<file path="src/rtl/alu_pkg.sv">
// Shared ALU control definitions: select codes, opcodes, funct7 values,
// immediate formats and the decoded-entry payload. Also used by the EX ALU.
package alu_pkg;

    localparam int unsigned XLEN = 32;

    // ALU select codes
    localparam logic [3:0] ALU_ADD    = 4'b0000;
    localparam logic [3:0] ALU_SLL    = 4'b0001;
    localparam logic [3:0] ALU_SLT    = 4'b0010;
    localparam logic [3:0] ALU_SLTU   = 4'b0011;
    localparam logic [3:0] ALU_XOR    = 4'b0100;
    localparam logic [3:0] ALU_SRL    = 4'b0101;
    localparam logic [3:0] ALU_OR     = 4'b0110;
    localparam logic [3:0] ALU_AND    = 4'b0111;
    localparam logic [3:0] ALU_MUL    = 4'b1000;
    localparam logic [3:0] ALU_MULH   = 4'b1001;
    localparam logic [3:0] ALU_MULHSU = 4'b1010;
    localparam logic [3:0] ALU_MULHU  = 4'b1011;
    localparam logic [3:0] ALU_SUB    = 4'b1100;
    localparam logic [3:0] ALU_SRA    = 4'b1101;
    localparam logic [3:0] ALU_PASSB  = 4'b1111;

    // RV32I major opcodes
    localparam logic [6:0] OPC_OP     = 7'b0110011;
    localparam logic [6:0] OPC_OP_IMM = 7'b0010011;
    localparam logic [6:0] OPC_LOAD   = 7'b0000011;
    localparam logic [6:0] OPC_STORE  = 7'b0100011;
    localparam logic [6:0] OPC_JALR   = 7'b1100111;
    localparam logic [6:0] OPC_JAL    = 7'b1101111;
    localparam logic [6:0] OPC_BRANCH = 7'b1100011;
    localparam logic [6:0] OPC_AUIPC  = 7'b0010111;
    localparam logic [6:0] OPC_LUI    = 7'b0110111;

    // funct7 values
    localparam logic [6:0] F7_ZERO = 7'b0000000;
    localparam logic [6:0] F7_ALT  = 7'b0100000;
    localparam logic [6:0] F7_MEXT = 7'b0000001;

    typedef enum logic [2:0] {
        IMM_NONE,
        IMM_I,
        IMM_S,
        IMM_B,
        IMM_U,
        IMM_J,
        IMM_SHAMT
    } imm_fmt_e;

    typedef struct packed {
        logic [3:0]      alu_sel;
        logic            a_sel;
        logic            b_sel;
        logic [XLEN-1:0] imm;
        logic [XLEN-1:0] pc;
        logic            illegal;
    } dec_entry_t;

    // funct3 -> base integer ALU op (no sub/sra distinction)
    function automatic logic [3:0] alu_base_sel(input logic [2:0] f3);
        logic [3:0] sel;
        case (f3)
            3'd0:    sel = ALU_ADD;
            3'd1:    sel = ALU_SLL;
            3'd2:    sel = ALU_SLT;
            3'd3:    sel = ALU_SLTU;
            3'd4:    sel = ALU_XOR;
            3'd5:    sel = ALU_SRL;
            3'd6:    sel = ALU_OR;
            default: sel = ALU_AND;
        endcase
        return sel;
    endfunction

    // funct3[1:0] -> multiply variant
    function automatic logic [3:0] alu_mul_sel(input logic [1:0] f3_lo);
        logic [3:0] sel;
        case (f3_lo)
            2'd0:    sel = ALU_MUL;
            2'd1:    sel = ALU_MULH;
            2'd2:    sel = ALU_MULHSU;
            default: sel = ALU_MULHU;
        endcase
        return sel;
    endfunction

endpackage

</file>
<file path="src/rtl/alu_decode_if.sv">
// Decode-stage bus: fetch-side request (in_*), flush, and EX-side decoded entry (out_*).
// master = decoder (drives in_ready and out_*), slave = surrounding pipeline.
interface alu_decode_if;
    logic                       in_valid;
    logic                       in_ready;
    logic [alu_pkg::XLEN-1:0]   in_inst;
    logic [alu_pkg::XLEN-1:0]   in_pc;
    logic                       flush;
    logic                       out_valid;
    logic                       out_ready;
    logic [3:0]                 out_alu_sel;
    logic                       out_a_sel;
    logic                       out_b_sel;
    logic [alu_pkg::XLEN-1:0]   out_imm;
    logic [alu_pkg::XLEN-1:0]   out_pc;
    logic                       out_illegal;

    modport master (
        input  in_valid, in_inst, in_pc, flush, out_ready,
        output in_ready, out_valid, out_alu_sel, out_a_sel, out_b_sel,
               out_imm, out_pc, out_illegal
    );

    modport slave (
        output in_valid, in_inst, in_pc, flush, out_ready,
        input  in_ready, out_valid, out_alu_sel, out_a_sel, out_b_sel,
               out_imm, out_pc, out_illegal
    );
endinterface

</file>
<file path="src/rtl/imm_gen.sv">
// Immediate generator (combinational): instruction bits [31:7] + format -> sign-extended imm.
// Ports: inst_i (instruction bits 31..7), fmt_i (format select), imm_c_o (immediate).
module imm_gen
    import alu_pkg::*;
(
    input  logic [XLEN-1:7] inst_i,
    input  imm_fmt_e        fmt_i,
    output logic [XLEN-1:0] imm_c_o
);

    always_comb begin
        imm_c_o = '0;
        case (fmt_i)
            IMM_I:     imm_c_o = {{20{inst_i[31]}}, inst_i[31:20]};
            IMM_S:     imm_c_o = {{20{inst_i[31]}}, inst_i[31:25], inst_i[11:7]};
            IMM_B:     imm_c_o = {{19{inst_i[31]}}, inst_i[31], inst_i[7],
                                  inst_i[30:25], inst_i[11:8], 1'b0};
            IMM_U:     imm_c_o = {inst_i[31:12], 12'b0};
            IMM_J:     imm_c_o = {{11{inst_i[31]}}, inst_i[31], inst_i[19:12],
                                  inst_i[20], inst_i[30:21], 1'b0};
            IMM_SHAMT: imm_c_o = {27'b0, inst_i[24:20]};
            default:   imm_c_o = '0;
        endcase
    end

endmodule

</file>
<file path="src/rtl/alu_decode.sv">
// ID-stage decoder: RV32I (+ optional RV32M multiply when ALU_DECODE_MEXT_EN is defined)
// into ALU select, operand selects and immediate, registered behind a 2-entry skid buffer.
// Ports: clk, rst (sync, active-high), bus (alu_decode_if.master: in_* request,
//        flush, out_* decoded entry with valid/ready).
module alu_decode
    import alu_pkg::*;
(
    input  logic         clk,
    input  logic         rst,
    alu_decode_if.master bus
);

    logic [6:0]  opcode;
    logic [2:0]  f3;
    logic [6:0]  f7;
    imm_fmt_e    fmt;
    logic [XLEN-1:0] imm_c;
    dec_entry_t  dec_c;

    dec_entry_t  main_q, main_d;
    dec_entry_t  skid_q, skid_d;
    logic        main_valid_q, main_valid_d;
    logic        skid_valid_q, skid_valid_d;
    logic        in_ready_q, in_ready_d;
    logic        accept, pop;

    assign opcode = bus.in_inst[6:0];
    assign f3     = bus.in_inst[14:12];
    assign f7     = bus.in_inst[31:25];

    imm_gen u_imm_gen (
        .inst_i  (bus.in_inst[XLEN-1:7]),
        .fmt_i   (fmt),
        .imm_c_o (imm_c)
    );

    // Instruction decode
    always_comb begin
        dec_c         = '0;
        dec_c.alu_sel = ALU_ADD;
        dec_c.pc      = bus.in_pc;
        fmt           = IMM_NONE;
        case (opcode)
            OPC_OP: begin
                case (f7)
                    F7_ZERO: dec_c.alu_sel = alu_base_sel(f3);
                    F7_ALT: begin
                        if (f3 == 3'd0)      dec_c.alu_sel = ALU_SUB;
                        else if (f3 == 3'd5) dec_c.alu_sel = ALU_SRA;
                        else                 dec_c.illegal = 1'b1;
                    end
                    F7_MEXT: begin
`ifdef ALU_DECODE_MEXT_EN
                        // div/rem (funct3[2]=1) are not supported
                        if (!f3[2]) dec_c.alu_sel = alu_mul_sel(f3[1:0]);
                        else        dec_c.illegal = 1'b1;
`else
                        dec_c.illegal = 1'b1;
`endif
                    end
                    default: dec_c.illegal = 1'b1;
                endcase
            end
            OPC_OP_IMM: begin
                dec_c.b_sel = 1'b1;
                if (f3 == 3'd1) begin
                    fmt           = IMM_SHAMT;
                    dec_c.alu_sel = ALU_SLL;
                    dec_c.illegal = (f7 != F7_ZERO);
                end else if (f3 == 3'd5) begin
                    fmt = IMM_SHAMT;
                    if (f7 == F7_ZERO)     dec_c.alu_sel = ALU_SRL;
                    else if (f7 == F7_ALT) dec_c.alu_sel = ALU_SRA;
                    else                   dec_c.illegal = 1'b1;
                end else begin
                    fmt           = IMM_I;
                    dec_c.alu_sel = alu_base_sel(f3);
                end
            end
            OPC_LOAD, OPC_JALR: begin
                fmt         = IMM_I;
                dec_c.b_sel = 1'b1;
            end
            OPC_STORE: begin
                fmt         = IMM_S;
                dec_c.b_sel = 1'b1;
            end
            OPC_JAL: begin
                fmt         = IMM_J;
                dec_c.a_sel = 1'b1;
                dec_c.b_sel = 1'b1;
            end
            OPC_BRANCH: begin
                fmt         = IMM_B;
                dec_c.a_sel = 1'b1;
                dec_c.b_sel = 1'b1;
            end
            OPC_AUIPC: begin
                fmt         = IMM_U;
                dec_c.a_sel = 1'b1;
                dec_c.b_sel = 1'b1;
            end
            OPC_LUI: begin
                fmt           = IMM_U;
                dec_c.alu_sel = ALU_PASSB;
                dec_c.b_sel   = 1'b1;
            end
            default: dec_c.illegal = 1'b1;
        endcase
        // Illegal encodings carry only the PC and the illegal flag
        if (dec_c.illegal) begin
            dec_c.alu_sel = ALU_ADD;
            dec_c.a_sel   = 1'b0;
            dec_c.b_sel   = 1'b0;
            fmt           = IMM_NONE;
        end
        dec_c.imm = imm_c;
    end

    assign accept = bus.in_valid && in_ready_q;
    assign pop    = main_valid_q && bus.out_ready;

    // Skid buffer next state: skid always drains into main before new input
    always_comb begin
        main_d       = main_q;
        main_valid_d = main_valid_q;
        skid_d       = skid_q;
        skid_valid_d = skid_valid_q;
        if (bus.flush) begin
            main_valid_d = 1'b0;
            skid_valid_d = 1'b0;
        end else if (!main_valid_q || pop) begin
            if (skid_valid_q) begin
                main_d       = skid_q;
                main_valid_d = 1'b1;
                skid_valid_d = accept;
                if (accept) skid_d = dec_c;
            end else begin
                main_valid_d = accept;
                if (accept) main_d = dec_c;
            end
        end else if (accept) begin
            skid_d       = dec_c;
            skid_valid_d = 1'b1;
        end
        in_ready_d = !skid_valid_d;
    end

    always_ff @(posedge clk) begin
        if (rst) begin
            main_q       <= '0;
            skid_q       <= '0;
            main_valid_q <= 1'b0;
            skid_valid_q <= 1'b0;
            in_ready_q   <= 1'b0;
        end else begin
            main_q       <= main_d;
            skid_q       <= skid_d;
            main_valid_q <= main_valid_d;
            skid_valid_q <= skid_valid_d;
            in_ready_q   <= in_ready_d;
        end
    end

    assign bus.in_ready    = in_ready_q;
    assign bus.out_valid   = main_valid_q;
    assign bus.out_alu_sel = main_q.alu_sel;
    assign bus.out_a_sel   = main_q.a_sel;
    assign bus.out_b_sel   = main_q.b_sel;
    assign bus.out_imm     = main_q.imm;
    assign bus.out_pc      = main_q.pc;
    assign bus.out_illegal = main_q.illegal;

endmodule

</file>
<file path="src/flat_wrapper.sv">
// flat-port wrapper written by rule: the top's interface ports become plain ports
module alu_decode_flat import alu_pkg::*;
  (clk, rst, bus_in_valid, bus_in_inst, bus_in_pc, bus_flush, bus_out_ready, bus_in_ready, bus_out_valid, bus_out_alu_sel, bus_out_a_sel, bus_out_b_sel, bus_out_imm, bus_out_pc, bus_out_illegal);
  alu_decode_if bus_i ();
  input  logic clk;
  input  logic rst;
  input wire logic [$bits(bus_i.in_valid)-1:0] bus_in_valid;
  input wire logic [$bits(bus_i.in_inst)-1:0] bus_in_inst;
  input wire logic [$bits(bus_i.in_pc)-1:0] bus_in_pc;
  input wire logic [$bits(bus_i.flush)-1:0] bus_flush;
  input wire logic [$bits(bus_i.out_ready)-1:0] bus_out_ready;
  output wire logic [$bits(bus_i.in_ready)-1:0] bus_in_ready;
  output wire logic [$bits(bus_i.out_valid)-1:0] bus_out_valid;
  output wire logic [$bits(bus_i.out_alu_sel)-1:0] bus_out_alu_sel;
  output wire logic [$bits(bus_i.out_a_sel)-1:0] bus_out_a_sel;
  output wire logic [$bits(bus_i.out_b_sel)-1:0] bus_out_b_sel;
  output wire logic [$bits(bus_i.out_imm)-1:0] bus_out_imm;
  output wire logic [$bits(bus_i.out_pc)-1:0] bus_out_pc;
  output wire logic [$bits(bus_i.out_illegal)-1:0] bus_out_illegal;
  assign bus_i.in_valid = bus_in_valid;
  assign bus_i.in_inst = bus_in_inst;
  assign bus_i.in_pc = bus_in_pc;
  assign bus_i.flush = bus_flush;
  assign bus_i.out_ready = bus_out_ready;
  assign bus_in_ready = bus_i.in_ready;
  assign bus_out_valid = bus_i.out_valid;
  assign bus_out_alu_sel = bus_i.out_alu_sel;
  assign bus_out_a_sel = bus_i.out_a_sel;
  assign bus_out_b_sel = bus_i.out_b_sel;
  assign bus_out_imm = bus_i.out_imm;
  assign bus_out_pc = bus_i.out_pc;
  assign bus_out_illegal = bus_i.out_illegal;
  alu_decode u_core (.clk(clk), .rst(rst), .bus(bus_i));
endmodule
</file>
<file path="config.mk">
export PLATFORM = sky130hd
export DESIGN_NAME = alu_decode_flat
export DESIGN_NICKNAME = d
export VERILOG_FILES = /design/src/rtl/alu_pkg.sv /design/src/rtl/alu_decode_if.sv /design/src/rtl/imm_gen.sv /design/src/rtl/alu_decode.sv /design/src/flat_wrapper.sv
export SDC_FILE = /design/constraint.sdc
export NUM_CORES = 1
export LEC_CHECK = 0
export ABC_AREA = 1
export CAP_MARGIN = 20
export CORE_MARGIN = 3
export CORE_UTILIZATION = 55
export DETAILED_ROUTE_END_ITERATION = 6
export GPL_TIMING_DRIVEN = 0
export PLACE_DENSITY_LB_ADDON = 0.25
export RECOVER_POWER = 50
export SLEW_MARGIN = 5
export SYNTH_ARGS = -nofsm -noshare
export SYNTH_HDL_FRONTEND = slang
export SYNTH_SLANG_ARGS = --single-unit
export TNS_END_PERCENT = 1
</file>
<file path="constraint.sdc">
create_clock -name clk -period 3.7 [get_ports clk]
set_input_delay 0.925 -clock clk [delete_from_list [all_inputs] [get_ports clk]]
set_output_delay 0.925 -clock clk [all_outputs]
set_load 0.02 [all_outputs]
</file>
==> results of run 1 <==
==> Yosys cell counts (all sizes together), types with 3 or more instances <==
library cell  number
o21ai             99
o211ai            49
a31oi             34
nand2            198
nand3             29
nor2             101
dfxtp            145
nand4             22
buf               15
clkbuf            47
a21oi             73
nor3               3
inv               65
==> metal layers <==
layer,part of all wire (%),vias to the layer above
li1,-,3322
met1,39,3196
met2,48,382
met3,9.1,66
met4,3.4,0
met5,0,-
==> registers in the layout, indices dropped and copies added, names as in the netlist <==
signal / flops
u_core.bus.in_ready: 1
u_core.bus.out_a_sel: 1
u_core.skid_valid_q: 1
u_core.bus.out_b_sel: 1
u_core.bus.out_alu_sel: 4
u_core.skid_q: 71
u_core.bus.out_pc: 32
u_core.bus.out_valid: 1
u_core.bus.out_illegal: 1
u_core.bus.out_imm: 32
==> stage by stage <==
stage	power [mW]	std cells	instance area, um2	hold slack [ns]
2_1_floorplan	1.775	887	6476	0.4475
3_3_place_gp	1.944	1167	8053	0.4495
3_5_place_dp	1.947	1167	8053	0.4551
4_1_cts	3.702	1199	8666	0.4647
5_1_grt	3.782	1199	8638	0.4782
6_report	3.705	1199	8638	0.4594
==> kinds of logic after synthesis <==
kind of cell           share of synthesized area, %
AO/OA/AOI/OAI                                 22.89
buffers and inverters                         8.733
flip-flops                                    44.82
AND/OR/NAND/NOR                               23.55
==> cell type report <==
cell class / instances / area, um2
Buffer: 63 / 289.0
Clock buffer: 21 / 460.4
Clock inverter: 11 / 152.6
Fill cell: 816 / 2535
Inverter: 66 / 259.0
Multi-Input combinational cell: 613 / 2998
Sequential cell: 145 / 2903
Tap cell: 140 / 175.2
Timing Repair Buffer: 140 / 1401
==> worst max path at each step <==
stage / startpoint / endpoint / slack, ns / depth (start not counted)
after detailed placement: bus_in_inst[2] / u_core.bus.out_imm[27]$_SDFFE_PP0P_ / 0.75 / 11
final: bus_in_valid / u_core.bus.out_imm[11]$_SDFFE_PP0P_ / 0.85 / 10
after global routing: bus_in_valid / u_core.bus.out_imm[16]$_SDFFE_PP0P_ / 0.72 / 10
after global placement: bus_in_inst[2] / u_core.bus.out_imm[29]$_SDFFE_PP0P_ / 0.83 / 11
after CTS: bus_out_ready / u_core.skid_q[51]$_SDFFE_PP0P_ / 1.14 / 10
after floorplan: bus_in_inst[1] / u_core.bus.out_imm[20]$_SDFFE_PP0P_ / 1.56 / 9
==> worst min-delay path, stage by stage (launching register included) <==
cell     delay (ns)
dfxtp_1        0.31
nand2_1        0.06
a21oi_1        0.05
==> where the power goes <==
group / switching (mW) / internal, mW
logic: 0.176 / 0.134
clock network: 0.691 / 1.10
registers: 0.0140 / 1.59
==> results.cfg, run 1 <==
[run_status]
status = finished, violations left
violations = design-rule violations

[finish]
antenna_cells = 0
final_cell_mix = nand2_1, dfxtp_1, nor2_1, o21ai_0, dlygate4sd3_1
final_nets = 1115
layout_commonest_cell = nand2_1
finish.utilization_pct = 77.31
syn_to_final_growth_pct = 33.38
drive_gt1_share_pct = 6.988

[flow_run]
cap_violations = 0

[sta]
finalHoldViolCount = 0
skew_ns = 0.008408
period_share_pct = 77.04
max_freq_mhz = 350.8
tns_ns = 0
setup_ws_ns = 0.8494
drv_slew = 0
period_needed_ns = 2.851
rsz0062_at_grt = false
slew-limit-headroom_pct = 52.64
final-setup-viol-count = 0
worst_slew_pin_slew_ns = 0.7104

[logic_synthesis]
netlist_area_um2 = 6476
synth_nets = 956
synth_edf_count = 0
synth-seq-cells = 145
synth_cells = 887
synth_area_leaders = dfxtp_1, nand2_1, o21ai_0, o211ai_1, a21oi_1
synth_area_per_cell_um2 = 7.301
ys_async_sr_fraction_pct = 0
synth_top_area_share_pct = 44.82
yosysWarnings = 0
synth_largest_area_cell = dfxtp_1
synthFlopType = dfxtp_1
synth_cell_types = 36
ys_seq_area_share_pct = 44.82

[placement]
pre_cts_ws_ns = 0.7456
place_hpwl_um = 14030
port_buffers = 140
gp_congestion = 0.9885

[pwr]
p_leak_nw = 3.885
ir_drop_mv = 0.3622
power_density_nw_per_um2 = 428.9

[global_route]
grt_first_pass_wirelength_um = 33240
gr-usage-met2_pct = 53.40
use_met3_pct = 6.924
grt_pass1_vias = 6669
gr-usage-met1_pct = 39.15
grt_use_total_pct = 32.13
grt_max_degree = 17
busiest_layer = met2
grt_overflow = 0
antenna_found_initial = 0

[critical_path]
path_cells = dlygate4sd3_1 > nand2_1 > nand2_1 > inv_1 > nor3_4 > inv_1 > clkbuf_1 > a21oi_1 > o21ai_1 > a21oi_1
timing.rr.start = u_core.skid_valid_q$_SDFF_PP0_
arrival_ns = 3.20
path_buf_inv = 4
crit_family = buffers and inverters
critPathMaxStageDelay_ns = 0.53
start_kind = input port
timing.rr.end = u_core.bus.out_imm[11]$_SDFFE_PP0P_
cp-end-kind = flip-flop
path_class = input port to flip-flop
rrSetupSlack_ns = 1.43
worst_path_max_delay_cell = dlygate4sd3_1
cp_max_fo = 10
required_ns = 4.05
reg2reg_depth = 10

[floorplanning]
start_util_pct = 57.96
die_height_um = 114.5
num_rows = 38
dieArea_um2 = 13110
core_um2 = 11170
io_pins = 142
dieWidth_um = 114.5

[worst_hold_path]
hold_end = u_core.bus.out_imm[6]$_SDFFE_PP0P_
hold_start = u_core.bus.out_imm[6]$_SDFFE_PP0P_
holdPathStages = 2
hold_class = flip-flop to flip-flop

[clock_tree]
clock_latency_ns = 0.42
cts_max_path_buffers = 2
cts_tree = yes
ctsHoldBuffers = 0
post_cts_resized = 0
cts.clk_slew.worst_paths_ns = 0.06
cts_setup_buffers = 0
cts-buffers-inserted = 17
htree_levels = 4
cts_root_buf = clkbuf_16
clock_sinks = 145

[detailed_routing]
drt_iter0_drc = 639
drc = 2
vias = 6966
ant_nets = 0
wl_per_cell_um = 17.50
first_pass_iters = 7
totalWireLength_um = 20980
viasPerCell = 5.810
Power figures use the tool's default switching activity.
==> run 2: changes to the inputs <==
CORE_UTILIZATION = 46   (was 55)
clock period = 2.3 ns   (was 3.7 ns; I/O delays follow)
==> results.cfg, run 2 (synthesized netlist as in run 1, its figures left out) <==
[critical_path]
crit_start = bus_in_valid
start_kind = input port
cp-end-kind = flip-flop
required_ns = 2.59
arrival_ns = 2.52
timing.rr.start = u_core.skid_valid_q$_SDFF_PP0_
path_class = input port to flip-flop
rrSetupSlack_ns = 0.19
cp_max_fo = 10

[clock_tree]
htree_levels = 4
cts-buffers-inserted = 17
cts_max_path_buffers = 2
clock_sinks = 145
cts_root_buf = clkbuf_16
cts.clk_slew.worst_paths_ns = 0.06
clock_latency_ns = 0.42
cts_tree = yes

[detailed_routing]
vias = 6867
wl_per_cell_um = 16.19
viasPerCell = 5.565
ant_nets = 0
drc = 0
totalWireLength_um = 19980
drt_iter0_drc = 610
first_pass_iters = 5

[pwr]
power_density_nw_per_um2 = 690.3
p_leak_nw = 3.921
ir_drop_mv = 0.5740
power_mw = 6.028

[worst_hold_path]
hold_class = flip-flop to flip-flop
hold_start = u_core.bus.out_imm[0]$_SDFFE_PP0P_

[finish]
fillCellCount = 1158
multi_input_area_um2 = 3010
regArea_um2 = 2903
largest_register_ffs = 71
antenna_cells = 0
layout_commonest_cell = nand2_1
syn_to_final_growth_pct = 34.85
regMostFlops = u_core.skid_q
final_nets = 1115
final_cell_mix = nand2_1, dfxtp_1, nor2_1, o21ai_0, dlygate4sd3_1
drive_gt1_share_pct = 8.034

[sta]
max_freq_mhz = 447.8
skew_ns = 0.005947
finalHoldViolCount = 0
final-setup-viol-count = 0
period_needed_ns = 2.233
drv_slew = 0
period_share_pct = 97.09
setup_ws_ns = 0.06698
rsz0062_at_grt = true
slew-limit-headroom_pct = 53.42
worst_slew_pin_slew_ns = 0.6988
tns_ns = 0

[global_route]
grt_use_total_pct = 25.80
grt_pass1_vias = 6529
antenna_found_initial = 0
grt_first_pass_wirelength_um = 32780
grt_max_degree = 17
grt_overflow = 0

[floorplanning]
core_um2 = 13510
dieArea_um2 = 15540
io_pins = 142
die_height_um = 124.7
start_util_pct = 47.95
dieWidth_um = 124.7
num_rows = 42

[flow_run]
cap_violations = 0

[placement]
port_buffers = 140
place_hpwl_um = 14260
pre_cts_ws_ns = -0.3634
gp_congestion = 0.9499

[run_status]
status = complete, no violations
==> run 2: per-layer routing <==
| metal | part of all wire [%] | track usage, % | wire length, um | vias up |
|---|---|---|---|---|
| li1 | - | - | - | 3320 |
| met1 | 42 | 33.96 | 8365 | 3184 |
| met2 | 47 | 41.54 | 9384 | 334 |
| met3 | 9.2 | 6.775 | 1838 | 29 |
| met4 | 2.0 | 7.995 | 390 | 0 |
| met5 | 0 | 0 | 0 | - |
==> run 2: stage by stage <==
step | hold slack, ns | util [%] | instance area (um2) | std cells
after CTS | 0.4626 | 64.62 | 8727 | 1234
after global placement | 0.4498 | 59.96 | 8098 | 1203
after detailed placement | 0.4537 | 59.96 | 8098 | 1203
after floorplan | 0.4475 | - | 6476 | 887
after global routing | 0.4769 | 64.67 | 8733 | 1234
final | 0.4577 | 64.67 | 8733 | 1234
==> run 2: layout make-up <==
| cell class | instances | area share (%) |
|---|---|---|
| Clock buffer | 22 | 5.430 |
| Buffer | 63 | 3.553 |
| Multi-Input combinational cell | 613 | 34.47 |
| Timing Repair Buffer | 140 | 16.05 |
| Clock inverter | 9 | 1.777 |
| Inverter | 66 | 2.966 |
| Sequential cell | 145 | 33.24 |
| Tap cell | 176 | 2.521 |
==> run 2: worst paths after layout <==
| check | to | cells past startpoint |
|---|---|---|
| hold / removal | u_core.bus.out_imm[0]$_SDFFE_PP0P_ | 2 |
| setup reg to reg | u_core.bus.out_pc[27]$_SDFFE_PP0P_ | 8 |
| setup / recovery | u_core.bus.out_pc[27]$_SDFFE_PP0P_ | 8 |
| hold reg to reg | u_core.bus.out_imm[0]$_SDFFE_PP0P_ | 2 |
==> run 2: power by group <==
| group | total (mW) | internal (mW) | switching (mW) |
|---|---|---|---|
| Sequential | 2.58 | 2.56 | 0.0220 |
| Combinational | 0.500 | 0.220 | 0.280 |
| Clock | 2.95 | 1.90 | 1.06 |
| Total | 6.03 | 4.67 | 1.36 |
==> run 2: critical path, cell delays in order <==
cell	delay (ns)
clkdlybuf4s50_1	0.45
nand2_1	0.11
nand2_1	0.10
inv_2	0.05
nor3_4	0.38
clkbuf_1	0.42
buf_2	0.32
a31oi_1	0.12
==> run 2: repair_timing <==
action | 4_1_cts | 5_1_grt
resized for setup | 0 | 8
hold buffers | 0 | 0
setup endpoints to repair | 0 | 53
setup buffers | 0 | 0
